===== config.mk =====
export PLATFORM = sky130hd
export DESIGN_NAME = fetch_queue
export DESIGN_NICKNAME = d
export VERILOG_FILES = /design/src/rtl/fetch_queue.sv
export SDC_FILE = /design/constraint.sdc
export NUM_CORES = 1
export LEC_CHECK = 0
export CORE_MARGIN = 8
export CORE_UTILIZATION = 58
export CTS_CLUSTER_DIAMETER = 40
export DETAILED_ROUTE_END_ITERATION = 8
export GPL_TIMING_DRIVEN = 0
export PLACE_DENSITY = 0.88
export SLEW_MARGIN = 10
export SYNTH_ARGS = -nofsm -noshare
export SYNTH_HDL_FRONTEND = slang
export SYNTH_SLANG_ARGS = --single-unit

===== constraint.sdc =====
create_clock -name clk -period 3.3 [get_ports clk]
set_input_delay 0.66 -clock clk [delete_from_list [all_inputs] [get_ports clk]]
set_output_delay 0.66 -clock clk [all_outputs]
set_load 0.02 [all_outputs]

===== src/rtl/fetch_queue.sv =====
// Instruction fetch queue between fetch and decode: FIFO of {inst, pc} pairs with flush.
// Define FETCHQ_BYPASS_EN to let an empty queue pass the incoming word straight to decode.
module fetch_queue #(
   parameter int IW    = 9,
   parameter int PW    = 8,
   parameter int DEPTH = 4
) (
   input  logic                       clk,
   input  logic                       reset,
   input  logic                       in_valid,
   input  logic [IW-1:0]              in_inst,
   input  logic [PW-1:0]              in_pc,
   output logic                       in_ready,
   output logic                       out_valid,
   output logic [IW-1:0]              out_inst,
   output logic [PW-1:0]              out_pc,
   input  logic                       out_ready,
   input  logic                       flush,
   output logic [$clog2(DEPTH+1)-1:0] count
);

   localparam int AW = $clog2(DEPTH);
   localparam int CW = $clog2(DEPTH+1);

   logic [IW+PW-1:0] mem [DEPTH];
   logic [AW-1:0]    wr_ptr;
   logic [AW-1:0]    rd_ptr;
   logic [CW-1:0]    cnt_q;
   logic             stored_valid;
   logic             bypass;
   logic             push;
   logic             pop;
   logic [IW+PW-1:0] head;

   assign stored_valid = (cnt_q != '0);
   // in_ready depends on registered occupancy only, never on out_ready
   assign in_ready     = (cnt_q < CW'(DEPTH));

`ifdef FETCHQ_BYPASS_EN
   assign bypass = !stored_valid && in_valid && !flush;
`else
   assign bypass = 1'b0;
`endif

   // A bypassed word consumed by decode in the same cycle is never stored
   assign push = in_valid && in_ready && !flush && !(bypass && out_ready);
   assign pop  = stored_valid && out_ready && !flush;

   always_comb begin
      head      = '0;
      out_valid = stored_valid || bypass;
      if (bypass)
         head = {in_inst, in_pc};
      else if (stored_valid)
         head = mem[rd_ptr];
   end

   assign out_inst = head[IW+PW-1:PW];
   assign out_pc   = head[PW-1:0];
   assign count    = cnt_q;

   always_ff @(posedge clk) begin
      if (push)
         mem[wr_ptr] <= {in_inst, in_pc};
   end

   // Pointers wrap naturally since DEPTH is a power of two
   always_ff @(posedge clk or negedge reset) begin
      if (!reset) begin
         wr_ptr <= '0;
         rd_ptr <= '0;
         cnt_q  <= '0;
      end else if (flush) begin
         wr_ptr <= '0;
         rd_ptr <= '0;
         cnt_q  <= '0;
      end else begin
         if (push)
            wr_ptr <= wr_ptr + AW'(1);
         if (pop)
            rd_ptr <= rd_ptr + AW'(1);
         case ({push, pop})
            2'b10:   cnt_q <= cnt_q + CW'(1);
            2'b01:   cnt_q <= cnt_q - CW'(1);
            default: cnt_q <= cnt_q;
         endcase
      end
   end

endmodule


==> results.cfg <==
[timing]
setup_tns_ns = 0
fmax_mhz = 330.5
finalSetupViolations = 0
finalCritPeriodShare = 0.9168
clock_skew_ns = 0.007864
slew_headroom = 0.3938
tightest_slew_ns = 0.9094
drv_slew = 0
layout_min_cycle_time_ns = 3.025
fin_ws_ns = 0.2746
rsz0062_at_grt = no
hold_violations = 0

[grt]
grt_max_degree = 18
grt_usage = 0.1662
grt_pass1_vias = 1856
grt_antenna_before_repair = 0
overflow = 0
grt_pass1_wl_um = 9432

[clocking]
cts_resized = 0
cts_buffers = 9
ctsHoldBuffers = 0
clockRootBuffer = clkbuf_8
clk_pin_slew_ns = 0.07
postCtsSetupBuffers = 0
clockBufferDepth = 2
clk_latency_ns = 0.33
cts_tree = yes
htree_levels = 3
cts_sinks = 75

[final_layout]
n_fill_cell = 314
area_growth_pct = 20.93
n_antenna_cell = 0
final_layout_size_suffix_gt1_frac = 0.1629
layout.area.seq_sq_um = 2217
layout_commonest_cell = edfxtp_1
multiInputGateArea_sq_um = 800.8
layout_common_cells = 68 x edfxtp_1, 41 x clkdlybuf4s50_1, 21 x and2_1, 17 x mux4_2, 9 x clkbuf_8
final_nets = 244

[route]
ant_nets = 0
wl_um = 5956
post_drt_wl_per_cell_um = 20.47
firstDrtPassIters = 5
vias = 1673
drc = 0
drt_iter0_markers = 145
viasPerCell = 5.749

[floorplanning]
core_sq_um = 5107
die_w_um = 88.92
start_util = 0.6039
num_rows = 26
fp.dieH_um = 88.92
die_area_sq_um = 7907
ios = 44

[setup_path]
slowest_delay_ns = 0.55
cp-start-kind = flop
path_class = flop to output port
cp.arrival_ns = 2.37
cp_slowest_cell = clkdlybuf4s50_1
path_max_fanout = 10
cp_top_family = buffers and inverters
cp_num_buf_inv = 3
worstPathRequired_ns = 2.64
crit_top_cell = buf_2
path_cells = or3_4, buf_2, buf_2, and2_1, clkdlybuf4s50_1
worst_setup_path_end_kind = output port

[place]
place_ws_ns = 0.2995
hpwlAfterDp_um = 4088
numPortBuffers = 41
gp_congestion = 0.6937

[synthesis]
syn_nets = 192
yosysSeqAreaShare = 0.7189
syn_inst = 165
yosysUniqueCellTypes = 26
ys_seq_elements = 75
syn_area_sq_um = 3084
synth.avg_cell_area_sq_um = 18.69
ys_warn_count = 0

[power_and_ir_drop]
power_leakage_nw = 1.257
power_density_nw_per_um2 = 544.8
ir_drop_mv = 0.2784

[status]
status = finished clean

[hold_path]
hold_path.class = input port to async pin

[run]
max_cap_violations = 0
==> cell usage after synthesis (all sizes together) <==
cell     n  area share
ha       4       0.016
inv      4      0.0049
o21ai    4      0.0065
or4      1      0.0024
nor2b    1      0.0020
nor3     1      0.0016
a31oi    1      0.0020
xor2     3      0.0085
nand3    3      0.0049
clkbuf   1      0.0012
xnor2    1      0.0028
fa       1      0.0065
mux2i    3      0.0097
nand2    4      0.0073
a221oi   1      0.0028
mux4    17        0.12
dfrtp    7       0.057
a21oi    2      0.0032
and2    21       0.043
buf      7       0.015
edfxtp  68        0.66
or3      1      0.0037
nand2b   2      0.0041
nor2     7      0.0085
==> worst paths after layout <==
| check | startpoint | to | slack (ns) | cells after the start |
|---|---|---|---|---|
| worst max-delay path | count[2] | out_inst[5] | 0.27 | 5 |
| worst min-delay path | reset | count[1] | 0.59 | 1 |
| worst max register to register | count[2] | count[2] | 0.97 | 6 |
| worst min register to register | wr_ptr[1] | wr_ptr[1] | 0.59 | 2 |
| max in group asynchronous | reset | rd_ptr[1] | 2.46 | 1 |
| min in group clk | wr_ptr[1] | wr_ptr[1] | 0.59 | 2 |
==> area by class of cell <==
class,count,share of cell area
repair buffers,41,0.1100
inverters,4,0.004025
multi-input cells,78,0.2147
clock buffers,9,0.03321
plain buffers,8,0.01375
flip-flops and latches,75,0.5944
clock inverters,6,0.006374
well taps,70,0.02348
==> per-stage QoR <==
stage | cell area [sq um] | power, mW | instances | utilization | hold WS, ns
finish | 3730 | 2.032 | 291 | 0.7303 | 0.5909
detailed placement | 3582 | 1.505 | 276 | 0.7014 | 0.5818
CTS | 3730 | 2.041 | 291 | 0.7303 | 0.5872
global route | 3730 | 2.108 | 291 | 0.7303 | 0.5927
global placement | 3582 | 1.482 | 276 | 0.7014 | 0.5521
floorplan | 3084 | 1.336 | 165 | - | 0.3644
==> kinds of logic after synthesis <==
logic type	count (synthesis)	share of synthesized area
AOI/OAI and AO/OA	8	0.01461
xor gates and xnor gates	4	0.01136
adders and majority gates	5	0.02272
buffers and inverters	12	0.02150
DFF	75	0.7189
muxes	20	0.1339
and+or+nand+nor	41	0.07708
==> sequential cells by signal, summed over array words and instances, names as in the netlist <==
signal  cells
rd_ptr      2
count       3
mem        68
wr_ptr      2
==> layer usage <==
layer	routed length [um]	part of all wire	track usage	vias to the layer above
met1	2318	0.39	0.1785	869
met4	94	0.016	0.08449	0
li1	-	-	-	736
met2	3242	0.54	0.2925	57
met5	0	0	0	-
met3	300	0.050	0.04596	11
==> power by group <==
part           total [mW]  leakage, nW  switching, mW  internal (mW)
sequential           1.09        0.711         0.0191           1.07
combinational       0.390        0.469          0.196          0.194
clock               0.548       0.0765          0.294          0.254
Power figures use the tool's default switching activity.
